**src/rtl/pong_game_ctrl_if.sv**
```systemverilog
// Game-control bundle between the Pong sequencer and the ball/paddle animation logic.
// master drives frame/button/ball events; slave is the sequencer that drives ball control and scores.
interface pong_game_ctrl_if #(
  parameter int SCW = 4,
  parameter int SPW = 4
);
  logic           animate;
  logic           start;
  logic           miss_l;
  logic           miss_r;
  logic           hit;
  logic           ball_rst;
  logic           ball_en;
  logic           serve_dir;
  logic [SPW-1:0] speed;
  logic [SCW-1:0] score_l;
  logic [SCW-1:0] score_r;
  logic           game_over;
  logic [2:0]     state;

  modport master (
    output animate, start, miss_l, miss_r, hit,
    input  ball_rst, ball_en, serve_dir, speed, score_l, score_r, game_over, state
  );

  modport slave (
    input  animate, start, miss_l, miss_r, hit,
    output ball_rst, ball_en, serve_dir, speed, score_l, score_r, game_over, state
  );
endinterface

```
**src/rtl/pong_game_ctrl.sv**
```systemverilog
// Pong match sequencer: match state, scores, serve timing and ball speed, all outputs registered.
//  state     | meaning
//  IDLE      | waiting for start press
//  SERVE     | ball centred, counting down serve frames
//  PLAY      | ball moving; hits raise speed, a miss scores a point
//  POINT     | pause after a point, then serve again or end the match
//  GAME_OVER | final scores held until start is pressed
module pong_game_ctrl #(
  parameter int WIN_SCORE     = 9,
  parameter int SERVE_FRAMES  = 60,
  parameter int POINT_FRAMES  = 90,
  parameter int SPEED_INIT    = 3,
  parameter int SPEED_MAX     = 8,
  parameter int HITS_PER_STEP = 4,
  parameter int SCW           = 4,
  parameter int SPW           = 4
) (
  input  logic             clk_pix_i,
  input  logic             rst_n_i,
  pong_game_ctrl_if.slave  bus
);
  localparam int MAXF = (SERVE_FRAMES > POINT_FRAMES) ? SERVE_FRAMES : POINT_FRAMES;
  localparam int FCW  = $clog2(MAXF + 1);
  localparam int HCW  = $clog2(HITS_PER_STEP + 1);

  typedef enum logic [2:0] {
    IDLE      = 3'd0,
    SERVE     = 3'd1,
    PLAY      = 3'd2,
    POINT     = 3'd3,
    GAME_OVER = 3'd4
  } state_e;

  state_e           state_q;
  logic [SCW-1:0]   score_l_q, score_r_q;
  logic [SPW-1:0]   speed_q;
  logic             serve_dir_q, ball_rst_q, ball_en_q, game_over_q, start_q;
  logic [FCW-1:0]   frame_cnt_q;
  logic [HCW-1:0]   hit_cnt_q;

  logic             start_re_d, last_frame_d, win_d;
  logic [SPW-1:0]   speed_d;
  logic [SCW-1:0]   score_l_d, score_r_d;

  assign start_re_d   = bus.start & ~start_q;
  assign last_frame_d = bus.animate && (frame_cnt_q == FCW'(1));
  assign win_d        = (score_l_q == SCW'(WIN_SCORE)) || (score_r_q == SCW'(WIN_SCORE));
  assign speed_d      = (speed_q == SPW'(SPEED_MAX)) ? speed_q : speed_q + SPW'(1);
  // Scores saturate at WIN_SCORE so they can never wrap on the display.
  assign score_l_d    = (score_l_q == SCW'(WIN_SCORE)) ? score_l_q : score_l_q + SCW'(1);
  assign score_r_d    = (score_r_q == SCW'(WIN_SCORE)) ? score_r_q : score_r_q + SCW'(1);

  always_ff @(posedge clk_pix_i) begin
    if (!rst_n_i) begin
      state_q     <= IDLE;
      score_l_q   <= '0;
      score_r_q   <= '0;
      speed_q     <= SPW'(SPEED_INIT);
      serve_dir_q <= 1'b0;
      ball_rst_q  <= 1'b0;
      ball_en_q   <= 1'b0;
      game_over_q <= 1'b0;
      frame_cnt_q <= '0;
      hit_cnt_q   <= '0;
      start_q     <= 1'b1;
    end else begin
      start_q    <= bus.start;
      ball_rst_q <= 1'b0;
      case (state_q)
        IDLE: begin
          if (start_re_d) begin
            state_q     <= SERVE;
            score_l_q   <= '0;
            score_r_q   <= '0;
            speed_q     <= SPW'(SPEED_INIT);
            serve_dir_q <= 1'b0;
            hit_cnt_q   <= '0;
            frame_cnt_q <= FCW'(SERVE_FRAMES);
            ball_rst_q  <= 1'b1;
          end
        end
        SERVE: begin
          if (bus.animate) begin
            frame_cnt_q <= frame_cnt_q - FCW'(1);
            if (last_frame_d) begin
              state_q   <= PLAY;
              ball_en_q <= 1'b1;
            end
          end
        end
        PLAY: begin
          if (bus.miss_l || bus.miss_r) begin
            if (bus.miss_l && !bus.miss_r) begin
              score_r_q   <= score_r_d;
              serve_dir_q <= 1'b1;
            end else if (bus.miss_r && !bus.miss_l) begin
              score_l_q   <= score_l_d;
              serve_dir_q <= 1'b0;
            end
            state_q     <= POINT;
            ball_en_q   <= 1'b0;
            frame_cnt_q <= FCW'(POINT_FRAMES);
          end else if (bus.hit) begin
            if (hit_cnt_q == HCW'(HITS_PER_STEP - 1)) begin
              hit_cnt_q <= '0;
              speed_q   <= speed_d;
            end else begin
              hit_cnt_q <= hit_cnt_q + HCW'(1);
            end
          end
        end
        POINT: begin
          if (bus.animate) begin
            frame_cnt_q <= frame_cnt_q - FCW'(1);
            if (last_frame_d) begin
              if (win_d) begin
                state_q     <= GAME_OVER;
                game_over_q <= 1'b1;
              end else begin
                state_q     <= SERVE;
                speed_q     <= SPW'(SPEED_INIT);
                hit_cnt_q   <= '0;
                frame_cnt_q <= FCW'(SERVE_FRAMES);
                ball_rst_q  <= 1'b1;
              end
            end
          end
        end
        GAME_OVER: begin
          if (start_re_d) begin
            state_q     <= IDLE;
            game_over_q <= 1'b0;
          end
        end
        default: state_q <= IDLE;
      endcase
    end
  end

  assign bus.state     = state_q;
  assign bus.score_l   = score_l_q;
  assign bus.score_r   = score_r_q;
  assign bus.speed     = speed_q;
  assign bus.serve_dir = serve_dir_q;
  assign bus.ball_rst  = ball_rst_q;
  assign bus.ball_en   = ball_en_q;
  assign bus.game_over = game_over_q;
endmodule

```
**src/flat_wrapper.sv**
```systemverilog
// flat-port wrapper written by rule: the top's interface ports become plain ports
module pong_game_ctrl_flat 
#(
  parameter int WIN_SCORE     = 9,
  parameter int SERVE_FRAMES  = 60,
  parameter int POINT_FRAMES  = 90,
  parameter int SPEED_INIT    = 3,
  parameter int SPEED_MAX     = 8,
  parameter int HITS_PER_STEP = 4,
  parameter int SCW           = 4,
  parameter int SPW           = 4
)
  (clk_pix_i, rst_n_i, bus_animate, bus_start, bus_miss_l, bus_miss_r, bus_hit, bus_ball_rst, bus_ball_en, bus_serve_dir, bus_speed, bus_score_l, bus_score_r, bus_game_over, bus_state);
  pong_game_ctrl_if #(.SCW(SCW), .SPW(SPW)) bus_i ();
  input  logic clk_pix_i;
  input  logic rst_n_i;
  input wire logic [$bits(bus_i.animate)-1:0] bus_animate;
  input wire logic [$bits(bus_i.start)-1:0] bus_start;
  input wire logic [$bits(bus_i.miss_l)-1:0] bus_miss_l;
  input wire logic [$bits(bus_i.miss_r)-1:0] bus_miss_r;
  input wire logic [$bits(bus_i.hit)-1:0] bus_hit;
  output wire logic [$bits(bus_i.ball_rst)-1:0] bus_ball_rst;
  output wire logic [$bits(bus_i.ball_en)-1:0] bus_ball_en;
  output wire logic [$bits(bus_i.serve_dir)-1:0] bus_serve_dir;
  output wire logic [$bits(bus_i.speed)-1:0] bus_speed;
  output wire logic [$bits(bus_i.score_l)-1:0] bus_score_l;
  output wire logic [$bits(bus_i.score_r)-1:0] bus_score_r;
  output wire logic [$bits(bus_i.game_over)-1:0] bus_game_over;
  output wire logic [$bits(bus_i.state)-1:0] bus_state;
  assign bus_i.animate = bus_animate;
  assign bus_i.start = bus_start;
  assign bus_i.miss_l = bus_miss_l;
  assign bus_i.miss_r = bus_miss_r;
  assign bus_i.hit = bus_hit;
  assign bus_ball_rst = bus_i.ball_rst;
  assign bus_ball_en = bus_i.ball_en;
  assign bus_serve_dir = bus_i.serve_dir;
  assign bus_speed = bus_i.speed;
  assign bus_score_l = bus_i.score_l;
  assign bus_score_r = bus_i.score_r;
  assign bus_game_over = bus_i.game_over;
  assign bus_state = bus_i.state;
  pong_game_ctrl #(.WIN_SCORE(WIN_SCORE), .SERVE_FRAMES(SERVE_FRAMES), .POINT_FRAMES(POINT_FRAMES), .SPEED_INIT(SPEED_INIT), .SPEED_MAX(SPEED_MAX), .HITS_PER_STEP(HITS_PER_STEP), .SCW(SCW), .SPW(SPW)) u_core (.clk_pix_i(clk_pix_i), .rst_n_i(rst_n_i), .bus(bus_i));
endmodule
```
**config.mk**
```make
export PLATFORM = sky130hd
export DESIGN_NAME = pong_game_ctrl_flat
export DESIGN_NICKNAME = d
export VERILOG_FILES = /design/src/rtl/pong_game_ctrl_if.sv /design/src/rtl/pong_game_ctrl.sv /design/src/flat_wrapper.sv
export SDC_FILE = /design/constraint.sdc
export NUM_CORES = 1
export LEC_CHECK = 0
export ABC_AREA = 1
export CELL_PAD_IN_SITES_DETAIL_PLACEMENT = 1
export CELL_PAD_IN_SITES_GLOBAL_PLACEMENT = 1
export CORE_MARGIN = 10
export CORE_UTILIZATION = 34
export DETAILED_ROUTE_END_ITERATION = 12
export HOLD_SLACK_MARGIN = 0.08
export PLACE_DENSITY_LB_ADDON = 0.2
export SKIP_CTS_REPAIR_TIMING = 1
export SYNTH_ARGS = -nofsm -noshare
export SYNTH_HDL_FRONTEND = slang
export SYNTH_SLANG_ARGS = --single-unit
export TNS_END_PERCENT = 10
```
**constraint.sdc**
```tcl
create_clock -name clk_pix_i -period 1.5 [get_ports clk_pix_i]
set_input_delay 0.375 -clock clk_pix_i [delete_from_list [all_inputs] [get_ports clk_pix_i]]
set_output_delay 0.375 -clock clk_pix_i [all_outputs]
set_load 0.01 [all_outputs]
```
==> reports/results.ini <==
[synth]
syn_area_cell_um2 = 6.67
synth.cell_area_um2 = 1810
synth_cell_types = 27
synth_flop_cell = sky130_fd_sc_hd__dfxtp_1
asyncSetResetFlopFracSynth = 0
synth-seq-cells = 30
yosysWarnings = 0
synth_seq_area_share = 0.331
synth-edff-count = 0
yosysTopAreaCellShare = 0.331
cells_after_synthesis = 272
synth.net_count = 288
synth_top_cell_by_area = sky130_fd_sc_hd__dfxtp_1
post_synth_main_area_contributors = sky130_fd_sc_hd__dfxtp_1, sky130_fd_sc_hd__nand2_1, sky130_fd_sc_hd__nor2_1

[detailed_routing]
ant_nets = 0
drtIter0Drc = 81
post_drt_wl_per_cell_um = 14.0
via_per_inst = 4.79
detailedRoute.firstPassIterationCount = 4
post-route-drc-count = 0
detailroute.via_count = 1967
detail_route.wirelength_um = 5730

[clock_network]
cts_root_buffer = sky130_fd_sc_hd__clkbuf_8
cts-htree-levels = 2
numCtsBuffers = 5
clkTransAtPathRegs_ns = 0.06
insertion_delay_ns = 0.28
number_of_sinks_on_the_clock_net = 30
tritoncts = yes
clock_tree.buffer_depth = 2

[global_route]
groute.layer.met2.usage = 0.218
grt_start_max_net_pins = 12
antenna_found_initial = 0
grt_pass1_vias = 2021
grtUsageMet1 = 0.163
grt_first_pass_wirelength_um = 9440
global_route.usage.met3 = 0.0344
grt-ovfl-total = 0
gr-usage-all-layers = 0.134
grt-busiest-layer = met2

[sta]
hold_violations = 0
worst_clock_skew_ns = 0.00758
period_needed_ns = 1.58
finalSetupTns_ns = -0.269
setup_viol_count_final = 11
setup_ws_ns = -0.0790
maxClockFrequency_ghz = 0.633
max_slew.worst_pin.slew_ns = 0.244
final.period_utilization = 1.05
report.final.slew_viol_count = 0
worst_slew_margin_rel = 0.837
rsz0062_at_grt = yes

[setup_path]
worst_path_dominant_cell_family = buffers and inverters
cp_max_fo = 5
cp_max_delay_cell = sky130_fd_sc_hd__clkdlybuf4s50_1
critical_path.n_buffers_inverters = 1
worstPathRequired_ns = 1.12
critical_path.max_stage_delay_ns = 0.55
critPathCaptureType = output pin
arrival_time_at_the_worst_endpoint_ns = 1.20
worst_setup_sp_type = register
crit_path_cells = clkdlybuf4s50_1
critPathKind = register to output pin

[place]
globalplace.congestion = 0.851
dp_hpwl_um = 4370
portBuffers = 25
place_area_um2 = 2440

[cells_and_area]
postLayoutCoreUtil = 0.524
layout.cells.most_common = sky130_fd_sc_hd__nand2_1
fin_area_um2 = 2690
final_cell_mix = sky130_fd_sc_hd__nand2_1, sky130_fd_sc_hd__buf_4, sky130_fd_sc_hd__nor2_1, sky130_fd_sc_hd__inv_1, sky130_fd_sc_hd__dfxtp_1
n_fill_cell = 701
antennaDiodeCount = 0
multiInputGateArea_um2 = 1170
sequential_cell_area_um2 = 611
layout-drive-gt1-share = 0.290
finish.net_count = 357
syn_to_final_growth_pct = 48.5

[power]
report.power.total_mw = 4.07
power_per_cell_area_nw_per_um2 = 1510
ir_drop_mv = 0.634
leakagePower_nw = 1.48

[die]
floorplan.core_area_um2 = 5140
die_x_um = 93.0
i_o_pin_total = 26
initial_utilization = 0.353
rows = 26
die_y_um = 93.0
die-area_um2 = 8650

[outcome]
violated_checks = setup timing
status = finished, violations left

[run]
max_cap_viol = 0

[min_path]
worst_hold_path_type = input pin to register

[per-stage QoR]
| step | worst slack (ns) | cells | hold slack, ns |
|---|---|---|---|
| 2_1_floorplan | 0.0154 | 272 | 0.448 |
| 3_3_place_gp | -0.371 | 403 | 0.452 |
| 3_5_place_dp | -0.407 | 403 | 0.458 |
| 4_1_cts | -0.288 | 410 | 0.467 |
| 5_1_grt | -0.149 | 411 | 0.436 |
| 6_report | -0.0790 | 411 | 0.437 |
[cells by family (layout without fill, tap and decap cells)]
family / after synthesis / in the layout / share of synthesized area
simple gates: 150 / 151 / 0.386
buf+inv: 40 / 108 / 0.0849
compound gates: 38 / 38 / 0.112
flops: 30 / 30 / 0.331
fa+ha+maj: 9 / 9 / 0.0621
xor+xnor: 5 / 5 / 0.0242
[path summary, 6_finish.rpt]
path,from,endpoint,slack [ns],cells after the start
worst max-delay path,u_core.bus.score_l[2]$_SDFFE_PN0P_,bus_score_l[2],-0.08,1
worst min-delay path,bus_miss_l,u_core.bus.serve_dir$_SDFFE_PN0P_,0.44,3
worst max register to register,u_core.frame_cnt_q[0]$_SDFFE_PN0P_,u_core.bus.state[1]$_SDFFE_PN0P_,-0.04,8
worst min register to register,u_core.bus.score_l[1]$_SDFFE_PN0P_,u_core.bus.score_l[1]$_SDFFE_PN0P_,0.46,2
[state kept, by name, summed over array words and instances, names as in the netlist]
register and count:
u_core.bus.speed 4, u_core.bus.ball_en 1, u_core.bus.game_over 1, u_core.bus.score_l 4, u_core.bus.ball_rst 1, u_core.bus.score_r 4
u_core.frame_cnt_q 7, u_core.bus.state 3, u_core.start_q 1, u_core.bus.serve_dir 1, u_core.hit_cnt_q 3
[layer usage]
| layer | vias to the layer above | share of wire |
|---|---|---|
| li1 | 1013 | - |
| met1 | 906 | 0.47 |
| met2 | 36 | 0.47 |
| met3 | 12 | 0.036 |
| met4 | 0 | 0.020 |
| met5 | - | 0 |
[synth_stat cells, types with 5 or more instances]
master	n
sky130_fd_sc_hd__a21oi_1	18
sky130_fd_sc_hd__dfxtp_1	30
sky130_fd_sc_hd__ha_1	9
sky130_fd_sc_hd__inv_1	33
sky130_fd_sc_hd__nand2_1	51
sky130_fd_sc_hd__nand2_2	6
sky130_fd_sc_hd__nand3_1	24
sky130_fd_sc_hd__nand4_1	8
sky130_fd_sc_hd__nor2_1	42
sky130_fd_sc_hd__nor2_4	5
sky130_fd_sc_hd__nor3_1	6
sky130_fd_sc_hd__o21ai_0	13
[power breakdown]
group          switching, mW  total, mW  internal, mW  leakage, nW
Clock                  0.303      0.622         0.319       0.0383
Sequential             0.160       1.13         0.968        0.247
Combinational           1.32       2.32         0.997         1.19
Total                   1.79       4.07          2.28         1.48
[worst min-delay path: cells and delay by family]
kind | cells | cell delay [ns]
buffers and inverters | 1 | 0.15
AO/OA/AOI/OAI | 1 | 0.06
AND/OR/NAND/NOR | 1 | 0.09
[area by class of cell]
cell class | count | area share
clock buffers | 7 | 0.0283
multi-input cells | 203 | 0.435
inverters | 37 | 0.0525
well taps | 70 | 0.0325
repair buffers | 64 | 0.225
flip-flops and latches | 30 | 0.227
Power figures use the tool's default switching activity.
